**config.mk**
```make
export PLATFORM = sky130hd
export DESIGN_NAME = lbist_ctrl_flat
export DESIGN_NICKNAME = d
export VERILOG_FILES = /design/src/rtl/lbist_pkg.sv /design/src/rtl/lbist_ctrl_if.sv /design/src/rtl/lbist_lfsr.sv /design/src/rtl/lbist_ctrl.sv /design/src/flat_wrapper.sv
export SDC_FILE = /design/constraint.sdc
export NUM_CORES = 1
export LEC_CHECK = 0
export CAP_MARGIN = 30
export CORE_MARGIN = 5
export CORE_UTILIZATION = 42
export DETAILED_ROUTE_END_ITERATION = 12
export GPL_TIMING_DRIVEN = 0
export HOLD_SLACK_MARGIN = 0.03
export PLACE_DENSITY = 0.82
export SYNTH_ARGS = -nofsm -noshare
export SYNTH_HDL_FRONTEND = slang
export SYNTH_SLANG_ARGS = --single-unit
export TNS_END_PERCENT = 30
```
**constraint.sdc**
```tcl
create_clock -name clk -period 2.06 [get_ports clk]
set_input_delay 0.412 -clock clk [delete_from_list [all_inputs] [get_ports clk]]
set_output_delay 0.412 -clock clk [all_outputs]
set_load 0.02 [all_outputs]
```
**src/rtl/lbist_pkg.sv**
```systemverilog
// Shared types and constants for the LBIST mid-section sequencer.
package lbist_pkg;

   // Controller phases; the controller keeps the encoding as plain 3-bit constants
   typedef enum logic [2:0] {
      ST_IDLE   = 3'd0,
      ST_INJECT = 3'd1,
      ST_SETTLE = 3'd2,
      ST_APPLY  = 3'd3,
      ST_NEXT   = 3'd4,
      ST_DONE   = 3'd5
   } lbist_state_t;

   // Default 33-bit LFSR feedback (bits 32 and 19) and seed
   localparam logic [32:0] DEF_TAPS = 33'h1_0008_0000;
   localparam logic [32:0] DEF_SEED = 33'd1;

   // Pattern index width; a single-pattern campaign still needs one bit
   function automatic int idx_width(input int pat_cnt);
      return (pat_cnt > 1) ? $clog2(pat_cnt) : 1;
   endfunction

endpackage

```
**src/rtl/lbist_ctrl_if.sv**
```systemverilog
// Handshake/data bundle between the LBIST sequencer (master) and the
// test top level plus mid section (slave).
interface lbist_ctrl_if #(
   parameter int IN_BITS  = 33,
   parameter int OUT_BITS = 25,
   parameter int CNT_W    = 16
);
   logic                start;
   logic                busy;
   logic                done;
   logic                fil_inc;
   logic                fil_end;
   logic [IN_BITS-1:0]  test_ip;
   logic [OUT_BITS-1:0] cut_op;
   logic [OUT_BITS-1:0] ff_op;
   logic [CNT_W-1:0]    fault_cnt;
   logic [CNT_W-1:0]    detect_cnt;
   logic                mismatch;

   modport master (
      input  start, fil_end, cut_op, ff_op,
      output busy, done, fil_inc, test_ip, fault_cnt, detect_cnt, mismatch
   );

   modport slave (
      output start, fil_end, cut_op, ff_op,
      input  busy, done, fil_inc, test_ip, fault_cnt, detect_cnt, mismatch
   );
endinterface

```
**src/rtl/lbist_lfsr.sv**
```systemverilog
// Fibonacci LFSR pattern source: new LSB = XOR of tapped bits, shift left.
// Resets to zero (so the driven pattern is zero out of reset); a load is
// always issued before stepping. A zero seed is replaced by 1.
module lbist_lfsr #(
   parameter int               WIDTH = 33,
   parameter logic [WIDTH-1:0] TAPS  = '1,
   parameter logic [WIDTH-1:0] SEED  = WIDTH'(1)
) (
   input  logic             clk,
   input  logic             rst,
   input  logic             load,
   input  logic             step,
   output logic [WIDTH-1:0] q
);
   localparam logic [WIDTH-1:0] SEED_EFF = (SEED == '0) ? WIDTH'(1) : SEED;

   logic [WIDTH-1:0] state;

   // Load has priority over step so every fault restarts the same sequence
   always_ff @(posedge clk or negedge rst) begin
      if (!rst)
         state <= '0;
      else if (load)
         state <= SEED_EFF;
      else if (step)
         state <= {state[WIDTH-2:0], ^(state & TAPS)};
   end

   assign q = state;
endmodule

```
**src/rtl/lbist_ctrl.sv**
```systemverilog
// LBIST fault-injection campaign sequencer.
// Per fault: INJECT (pulse fil_inc, reload LFSR) -> SETTLE -> APPLY x PAT_CNT
// -> NEXT (update saturating counters, test fil_end).
// Optional macro LBIST_EARLY_EXIT_EN: leave APPLY on the first mismatch.
module lbist_ctrl
   import lbist_pkg::*;
#(
   parameter int                 IN_BITS  = 33,
   parameter int                 OUT_BITS = 25,
   parameter int                 PAT_CNT  = 256,
   parameter int                 CNT_W    = 16,
   parameter logic [IN_BITS-1:0] TAPS     = IN_BITS'(DEF_TAPS),
   parameter logic [IN_BITS-1:0] SEED     = IN_BITS'(DEF_SEED)
) (
   input logic         clk,
   input logic         rst,
   lbist_ctrl_if.master bus
);
   localparam int               IDX_W    = idx_width(PAT_CNT);
   localparam logic [IDX_W-1:0] IDX_LAST = IDX_W'(PAT_CNT - 1);

   localparam logic [2:0] IDLE   = ST_IDLE;
   localparam logic [2:0] INJECT = ST_INJECT;
   localparam logic [2:0] SETTLE = ST_SETTLE;
   localparam logic [2:0] APPLY  = ST_APPLY;
   localparam logic [2:0] NEXT   = ST_NEXT;
   localparam logic [2:0] DONE   = ST_DONE;

   logic [2:0]          state;
   logic [IDX_W-1:0]    idx;
   logic                detect;
   logic [CNT_W-1:0]    fault_cnt;
   logic [CNT_W-1:0]    detect_cnt;
   logic                mismatch;
   logic [OUT_BITS-1:0] op_xor;
   logic                diff;
   logic                lfsr_load;
   logic                lfsr_step;
   logic [IN_BITS-1:0]  pattern;

   assign op_xor    = bus.cut_op ^ bus.ff_op;
   assign diff      = |op_xor;
   assign lfsr_load = (state == INJECT);
   assign lfsr_step = (state == SETTLE) || (state == APPLY);

   // The LFSR register itself drives test_ip: SETTLE steps it once past the
   // seed, so the first compared pattern is the seed shifted once
   lbist_lfsr #(
      .WIDTH (IN_BITS),
      .TAPS  (TAPS),
      .SEED  (SEED)
   ) u_lfsr (
      .clk  (clk),
      .rst  (rst),
      .load (lfsr_load),
      .step (lfsr_step),
      .q    (pattern)
   );

   // Campaign FSM, pattern index, per-fault detect flag and saturating counters
   always_ff @(posedge clk or negedge rst) begin
      if (!rst) begin
         state      <= IDLE;
         idx        <= '0;
         detect     <= 1'b0;
         fault_cnt  <= '0;
         detect_cnt <= '0;
         mismatch   <= 1'b0;
      end else begin
         mismatch <= (state == APPLY) && diff;
         case (state)
            IDLE, DONE: begin
               if (bus.start) begin
                  fault_cnt  <= '0;
                  detect_cnt <= '0;
                  state      <= INJECT;
               end
            end
            INJECT: begin
               idx    <= '0;
               detect <= 1'b0;
               state  <= SETTLE;
            end
            SETTLE: state <= APPLY;
            APPLY: begin
               idx <= idx + 1'b1;
               if (diff)
                  detect <= 1'b1;
               if (idx == IDX_LAST)
                  state <= NEXT;
`ifdef LBIST_EARLY_EXIT_EN
               if (diff)
                  state <= NEXT;
`endif
            end
            NEXT: begin
               if (fault_cnt != '1)
                  fault_cnt <= fault_cnt + 1'b1;
               if (detect && (detect_cnt != '1))
                  detect_cnt <= detect_cnt + 1'b1;
               state <= bus.fil_end ? DONE : INJECT;
            end
            default: state <= IDLE;
         endcase
      end
   end

   assign bus.busy       = (state != IDLE) && (state != DONE);
   assign bus.done       = (state == DONE);
   assign bus.fil_inc    = (state == INJECT);
   assign bus.test_ip    = pattern;
   assign bus.fault_cnt  = fault_cnt;
   assign bus.detect_cnt = detect_cnt;
   assign bus.mismatch   = mismatch;
endmodule

```
**src/flat_wrapper.sv**
```systemverilog
// flat-port wrapper written by rule: the top's interface ports become plain ports
module lbist_ctrl_flat import lbist_pkg::*;
#(
   parameter int                 IN_BITS  = 33,
   parameter int                 OUT_BITS = 25,
   parameter int                 PAT_CNT  = 256,
   parameter int                 CNT_W    = 16,
   parameter logic [IN_BITS-1:0] TAPS     = IN_BITS'(DEF_TAPS),
   parameter logic [IN_BITS-1:0] SEED     = IN_BITS'(DEF_SEED)
)
  (clk, rst, bus_start, bus_fil_end, bus_cut_op, bus_ff_op, bus_busy, bus_done, bus_fil_inc, bus_test_ip, bus_fault_cnt, bus_detect_cnt, bus_mismatch);
  lbist_ctrl_if #(.IN_BITS(IN_BITS), .OUT_BITS(OUT_BITS), .CNT_W(CNT_W)) bus_i ();
  input logic clk;
  input logic rst;
  input wire logic [$bits(bus_i.start)-1:0] bus_start;
  input wire logic [$bits(bus_i.fil_end)-1:0] bus_fil_end;
  input wire logic [$bits(bus_i.cut_op)-1:0] bus_cut_op;
  input wire logic [$bits(bus_i.ff_op)-1:0] bus_ff_op;
  output wire logic [$bits(bus_i.busy)-1:0] bus_busy;
  output wire logic [$bits(bus_i.done)-1:0] bus_done;
  output wire logic [$bits(bus_i.fil_inc)-1:0] bus_fil_inc;
  output wire logic [$bits(bus_i.test_ip)-1:0] bus_test_ip;
  output wire logic [$bits(bus_i.fault_cnt)-1:0] bus_fault_cnt;
  output wire logic [$bits(bus_i.detect_cnt)-1:0] bus_detect_cnt;
  output wire logic [$bits(bus_i.mismatch)-1:0] bus_mismatch;
  assign bus_i.start = bus_start;
  assign bus_i.fil_end = bus_fil_end;
  assign bus_i.cut_op = bus_cut_op;
  assign bus_i.ff_op = bus_ff_op;
  assign bus_busy = bus_i.busy;
  assign bus_done = bus_i.done;
  assign bus_fil_inc = bus_i.fil_inc;
  assign bus_test_ip = bus_i.test_ip;
  assign bus_fault_cnt = bus_i.fault_cnt;
  assign bus_detect_cnt = bus_i.detect_cnt;
  assign bus_mismatch = bus_i.mismatch;
  lbist_ctrl #(.IN_BITS(IN_BITS), .OUT_BITS(OUT_BITS), .PAT_CNT(PAT_CNT), .CNT_W(CNT_W), .TAPS(TAPS), .SEED(SEED)) u_core (.clk(clk), .rst(rst), .bus(bus_i));
endmodule
```
== After elaboration in Yosys (flattened, before gate mapping) ==
Cells that the tools add are included.

* Eq/ne operators: 14
* Divide/modulo/power cells: 0
* Bitwise operators: 1
* Multiplexer cells: 14
* Reduce and logical (&&, ||, !) cells: 16
* Add/sub/neg operators: 3
* Multipliers: 0
* $lt $le $gt $ge: 0
* Shift operators: 0

{| class="wikitable"
|+ Operator list
! operator !! count
|-
| 2-to-1 mux 33 bit || 2
|-
| case mux 16 bit (2 select lines) || 2
|-
| 2-to-1 mux 16 bit || 3
|-
| XOR reduction 33 bit || 1
|-
| adder 16 x 1 -> 16 bit, second input constant || 2
|-
| != test 16 bit, second input constant || 2
|-
| OR reduction 25 bit || 1
|-
| XOR 25 bit || 1
|-
| case mux 8 bit (2 select lines) || 1
|-
| case mux 3 bit (5 select lines) || 1
|-
| 2-to-1 mux 3 bit || 3
|-
| adder 8 x 1 -> 8 bit, second input constant || 1
|-
| == test 8 bit, second input constant || 1
|-
| == test 3 x 2 -> 1 bit, second input constant || 2
|-
| == test 3 bit, second input constant || 2
|-
| != test 2 x 1 -> 1 bit, second input constant || 3
|-
| AND reduction 3 bit || 2
|-
| nonzero test 2 bit || 3
|-
| != test 2 bit, second input constant || 2
|-
| AND reduction 2 bit || 2
|-
| == test 3 x 1 -> 1 bit, second input constant || 1
|-
| logical AND 1 bit || 3
|-
| zero test 3 bit || 1
|-
| != test 3 bit, second input constant || 1
|-
| other kinds (5) || 5
|}

* Bits in registers: 78
* Word-level logic and storage cells: 55
* Bits in writable memories: 0
* Memories kept: 0
* Output and inout bits: 69
* ROM bits: 0
* Bits in latches: 0
* Input port bits: 54

== Longest topological paths before layout ==
* Word-level depth: 4
* Mapped depth: 7

== By module ==
From an unflattened synthesis, not the netlist that was laid out.

* Cells, all modules: 434
* Area total of the unflattened synthesis: 4220.3 µm²

{| class="wikitable"
|+ By module, submodules not included
! module !! sequential area each (µm²) !! cells each !! times used !! area an instance (µm²)
|-
| lbist_ctrl || 1126.1 || 325 || 1 || 2841.5
|-
| lbist_lfsr || 825.8 || 109 || 1 || 1378.8
|}

== Worst setup path after synthesis ==
Ideal clock, no wire load.

* Path kind: reg2reg
* Start: reg u_core.detect_cnt[0], in the netlist u_core.bus.detect_cnt[0]
* End: reg u_core.detect_cnt[14], in the netlist u_core.bus.detect_cnt[14]
* Path slack: 0.060 ns
* Arrival: 1.904 ns
* Stages on the path, launching flop included: 8
* Period minus slack after synthesis: 2.000 ns
* Setup time: 0.096 ns
* Path buffers: 1
* Path through: dfrtp_1 ha_1 nand3_1 nor4_4 a41o_1 buf_2 o21ai_0 o31ai_1

* Word-level cells in the longest chain between the ends: 4

{| class="wikitable"
|+ Ends and longest elaborated chain
! item !! RTL line !! text
|-
| from (decl) || lbist_ctrl.sv:33 || <nowiki>logic [CNT_W-1:0] detect_cnt;</nowiki>
|-
| from (signal assigned) || lbist_ctrl.sv:100 || <nowiki>detect_cnt <= detect_cnt + 1'b1;</nowiki>
|-
| parallel branches: the longest is 4 deep, another holds adder 16 x 1 -> 16 bit || -- ||
|}

Several ways; the timed one is not identified. The select of a mux whose other input is x is not followed.
A chain may end at the register's enable or synchronous reset.

== Worst setup path in the final report ==
* Start: reg u_core.state[2]
* End: out bus_fil_inc

* Word-level cells in the longest chain between the ends: 1

{| class="wikitable"
|+ Ends and longest elaborated chain
! item !! RTL line !! text
|-
| from (decl) || lbist_ctrl.sv:29 || <nowiki>logic [2:0] state;</nowiki>
|-
| from (signal assigned) || lbist_ctrl.sv:101 || <nowiki>state <= bus.fil_end ? DONE : INJECT;</nowiki>
|-
| == test 3 x 1 -> 1 bit || lbist_ctrl.sv:110 || <nowiki>assign bus.fil_inc = (state == INJECT);</nowiki>
|-
| to (decl) || flat_wrapper.sv:21 || <nowiki>output wire logic [$bits(bus_i.fil_inc)-1:0] bus_fil_inc;</nowiki>
|}

No other way between the ends.

==> impl_metrics.sql <==
INSERT INTO impl_metrics (metric_group, metric, value, unit) VALUES
('status', 'status', 'completed', ''),
('setup_path', 'worst-setup-path-type', 'reg2out', ''),
('detailed_routing', 'drtIter0Drc', '171', ''),
('layout', 'drive_above_1_share', '10.6', '%'),
('power', 'power_leakage', '2.41', 'nW'),
('detailed_routing', 'remaining_drc_errors', '0', ''),
('synth', 'synth.yosys.seq_area_share', '49.8', '%'),
('floorplan', 'die_y', '107', 'um'),
('floorplan', 'num_rows', '35', ''),
('clock_network', 'cts-root-to-sink-buffers', '2', ''),
('timing', 'tightest_slew', '0.574', 'ns'),
('timing', 'maxSlewViolCount', '0', ''),
('synth', 'synthesis.instances', '390', ''),
('detailed_routing', 'detail_route.first_pass.iterations', '5', ''),
('setup_path', 'cp_cell_sequence', 'buf_4 > nand2b_4 > nor2_1 > clkdlybuf4s15_2', ''),
('layout', 'final-instance-count-excl-fill', '649', ''),
('floorplan', 'floorplan.initialDensity', '42.8', '%'),
('timing', 'fmaxAchievable', '498', 'MHz'),
('place', 'finalWeightedCongestion', '0.816', ''),
('detailed_routing', 'routed_wire_length', '10.8', 'mm'),
('job', 'max-cap-violations', '0', ''),
('place', 'half_perimeter_wire_length_after_detailed_placement', '7.82', 'mm'),
('timing', 'finalHoldViolations', '0', ''),
('synth', 'ys.warnings.count', '0', ''),
('layout', 'num-nets-final', '589', ''),
('setup_path', 'critical-path-max-stage-delay', '0.41', 'ns'),
('timing', 'final.min_clock_period', '2.01', 'ns'),
('floorplan', 'die_w', '107', 'um'),
('place', 'place_inst', '624', ''),
('layout', 'layout-area-overhead-vs-synth', '44.9', '%'),
('timing', 'finalSetupViolCount', '0', ''),
('clock_network', 'clock_insertion_delay_worst_skew', '0.36', 'ns'),
('power', 'areal_power_density_over_the_cells', '950', 'nW/um2'),
('setup_path', 'critPathBufInv', '2', ''),
('timing', 'relSlewSlack', '61.5', '%'),
('detailed_routing', 'drt-wirelength-per-cell', '16.6', 'um'),
('synth', 'synth_top_cell_by_area', 'sky130_fd_sc_hd__dfrtp_1', ''),
('synth', 'async_flop_share', '100', '%'),
('detailed_routing', 'avgViaCountPerCell', '5.51', ''),
('place', 'placement.io_buffers', '122', ''),
('clock_network', 'clock_tree.root_cell', 'sky130_fd_sc_hd__clkbuf_8', ''),
('global_routing', 'grt_pass1_wl', '17.3', 'mm'),
('synth', 'synth_edf_count', '0', ''),
('synth', 'synthDominantCellAreaShare', '49.8', '%'),
('setup_path', 'crit_path_end_kind', 'output port', ''),
('setup_path', 'path_delay_family', 'buffers and inverters', ''),
('setup_path', 'cpMaxStageDelayCell', 'sky130_fd_sc_hd__dfrtp_1', ''),
('power', 'vdd_drop_max', '0.575', 'mV'),
('synth', 'synth.distinct_cells', '51', ''),
('clock_network', 'tritoncts_num_sinks', '78', ''),
('floorplan', 'pin_count', '123', ''),
('synth', 'synth.net_count', '447', ''),
('timing', 'unrepaired_setup_endpoints_after_global_routing', 'yes', ''),
('floorplan', 'coreArea', '9150', 'um2'),
('clock_network', 'tritoncts_buffers', '9', ''),
('global_routing', 'maximum_number_of_pins_on_one_net_before_global_route_repair', '57', ''),
('setup_path', 'worst_setup_path_start_kind', 'register', ''),
('global_routing', 'grt_pass1_vias', '3487', ''),
('global_routing', 'track_usage', '18.9', '%'),
('synth', 'postSynthRegisterBits', '78', ''),
('detailed_routing', 'num_vias', '3578', ''),
('setup_path', 'worst-path-max-fanout', '13', ''),
('clock_network', 'clock_tree.htree_level_count', '3', ''),
('synth', 'synth_area', '3920', 'um2'),
('global_routing', 'globalRouteOverflowTotal', '0', ''),
('timing', 'post-route-period-util', '97.5', '%'),
('layout', 'utilization', '62.1', '%'),
('detailed_routing', 'routed_antenna_nets', '0', ''),
('timing', 'fin_skew', '0.0112', 'ns'),
('min_path', 'worst_hold_path_type', 'in2async', ''),
('clock_network', 'cts.reportedPaths.clkPinSlew', '0.09', 'ns'),
('synth', 'synth.area.top_cells', 'sky130_fd_sc_hd__dfrtp_1 (50%), sky130_fd_sc_hd__a22o_1 (8.5%), sky130_fd_sc_hd__xor2_1 (6.0%)', ''),
('setup_path', 'cp.arrival', '1.60', 'ns'),
('global_routing', 'grt_antenna_before_repair', '1', ''),
('floorplan', 'floorplan.die_area', '11400', 'um2'),
('synth', 'dominantRegCellSynth', 'sky130_fd_sc_hd__dfrtp_1', ''),
('clock_network', 'tritoncts', 'built', ''),
('synth', 'postSynthAreaPerCell', '10.1', 'um2'),
('setup_path', 'worstPathRequired', '1.65', 'ns');
[layer usage]
layer / track usage [%] / vias up / routed length [um]
met1: 23.7 / 1709 / 4290
met3: 3.91 / 26 / 585
met4: 8.31 / 0 / 323
met2: 31.5 / 112 / 5570
met5: 0 / - / 0
li1: - / 1731 / -
[timing repair]
| action | CTS | global route |
|---|---|---|
| gates resized for setup | 20 | 23 |
| pin swaps | 2 | 5 |
| endpoints found under the hold margin | 22 | 0 |
| buffers inserted | 5 | 1 |
| hold buffers | 1 | 0 |
| setup endpoints to repair | 27 | 17 |
| cloned | 0 | 2 |
[cells by family (layout without fill, tap and decap cells)]
logic type	count (synthesis)	after routing	synth area share, %
simple gates	132	132	16.8
compound gates	112	113	20.7
flops	78	78	49.8
xor+xnor	33	33	7.37
buf+inv	26	172	2.81
mux	6	6	1.66
fa+ha+maj	3	3	0.957
other cells	0	1	0
[worst paths after layout]
path	depth (start not counted)	slack, ns	startpoint	endpoint
min	2	0.48	rst	u_core.bus.fault_cnt[15]
max	4	0.05	u_core.state[2]	bus_fil_inc
max reg2reg	7	0.06	u_core.state[1]	u_core.bus.fault_cnt[9]
min in group clk	2	0.52	u_core.idx[1]	u_core.idx[1]
min reg2reg	2	0.52	u_core.idx[1]	u_core.idx[1]
max in group asynchronous	3	1.00	rst	u_core.u_lfsr.q[31]
[cell usage in the layout (no fill, tap or decap), types with 3 or more instances in the layout]
master	Yosys	layout
sky130_fd_sc_hd__o21ai_0	32	31
sky130_fd_sc_hd__inv_1	6	6
sky130_fd_sc_hd__a21oi_1	8	8
sky130_fd_sc_hd__clkbuf_1	12	10
sky130_fd_sc_hd__mux2_2	4	4
sky130_fd_sc_hd__xor2_1	27	27
sky130_fd_sc_hd__clkdlybuf4s50_1	0	117
sky130_fd_sc_hd__a31oi_1	13	13
sky130_fd_sc_hd__ha_1	3	3
sky130_fd_sc_hd__dfrtp_1	78	78
sky130_fd_sc_hd__nand3_1	18	18
sky130_fd_sc_hd__nor4_1	7	7
sky130_fd_sc_hd__and3_1	6	6
sky130_fd_sc_hd__nand4_1	13	13
sky130_fd_sc_hd__clkbuf_8	0	9
sky130_fd_sc_hd__o31ai_1	3	3
sky130_fd_sc_hd__xnor2_1	6	6
sky130_fd_sc_hd__buf_4	0	9
sky130_fd_sc_hd__nand2_1	32	32
sky130_fd_sc_hd__a22o_1	38	38
sky130_fd_sc_hd__nor2_1	35	35
sky130_fd_sc_hd__nor3_1	6	6
sky130_fd_sc_hd__buf_6	1	3
[worst reg2reg max path, cell delays in order, from the launching register on]
cell                        delay [ns]
sky130_fd_sc_hd__dfrtp_1          0.41
sky130_fd_sc_hd__or3b_1           0.40
sky130_fd_sc_hd__buf_6            0.14
sky130_fd_sc_hd__or3_4            0.33
sky130_fd_sc_hd__buf_8            0.15
sky130_fd_sc_hd__o2111ai_2        0.22
sky130_fd_sc_hd__xor2_1           0.18
sky130_fd_sc_hd__nor2_1           0.06
[registers in the layout, summed over array words and instances, names as in the netlist]
signal,count
u_core.idx,8
u_core.detect,1
u_core.state,3
u_core.bus.mismatch,1
u_core.bus.fault_cnt,16
u_core.bus.detect_cnt,16
u_core.u_lfsr.q,33
[report_power, final]
group | switching (W) | total, W | internal, W
registers | 0.000232 | 0.00199 | 0.00176
clock network | 0.000627 | 0.00120 | 0.000577
logic | 0.00125 | 0.00220 | 0.000954
[synthesized netlist by cell type, drive strengths merged (4+ instances only)]
cell,n
a21oi,9
a22o,38
a31oi,14
and3,6
buf,6
clkbuf,13
dfrtp,78
inv,7
mux2,4
nand2,32
nand3,18
nand4,13
nor2,35
nor3,6
nor4,8
o21ai,33
xnor2,6
xor2,27
[stage by stage]
| stage | TNS, ns | cell area, um2 | worst slack [ns] | total power, W | hold slack [ns] |
|---|---|---|---|---|---|
| after floorplan | 0 | 3920 | 0.0604 | 0.00320 | 0.116 |
| after global placement | -167.62 | 5280 | -2.08 | 0.00397 | 0.474 |
| after detailed placement | -6.66 | 5310 | -0.371 | 0.00405 | 0.335 |
| after CTS | -0.0122 | 5590 | -0.0122 | 0.00531 | 0.490 |
| after global routing | -0.0370 | 5680 | -0.0184 | 0.00570 | 0.510 |
| final | 0 | 5680 | 0.0521 | 0.00540 | 0.483 |
[layout make-up]
class	instances	area (um2)
antenna	1	2.50
buffer	18	118
clock buffer	9	124
clock inverter	7	80.1
fill	709	3470
inverter	7	26.3
multi-input combinational	287	1930
sequential	78	1950
tap	111	139
timing repair buffer	131	1310
(Power assumes the default switching activity.)
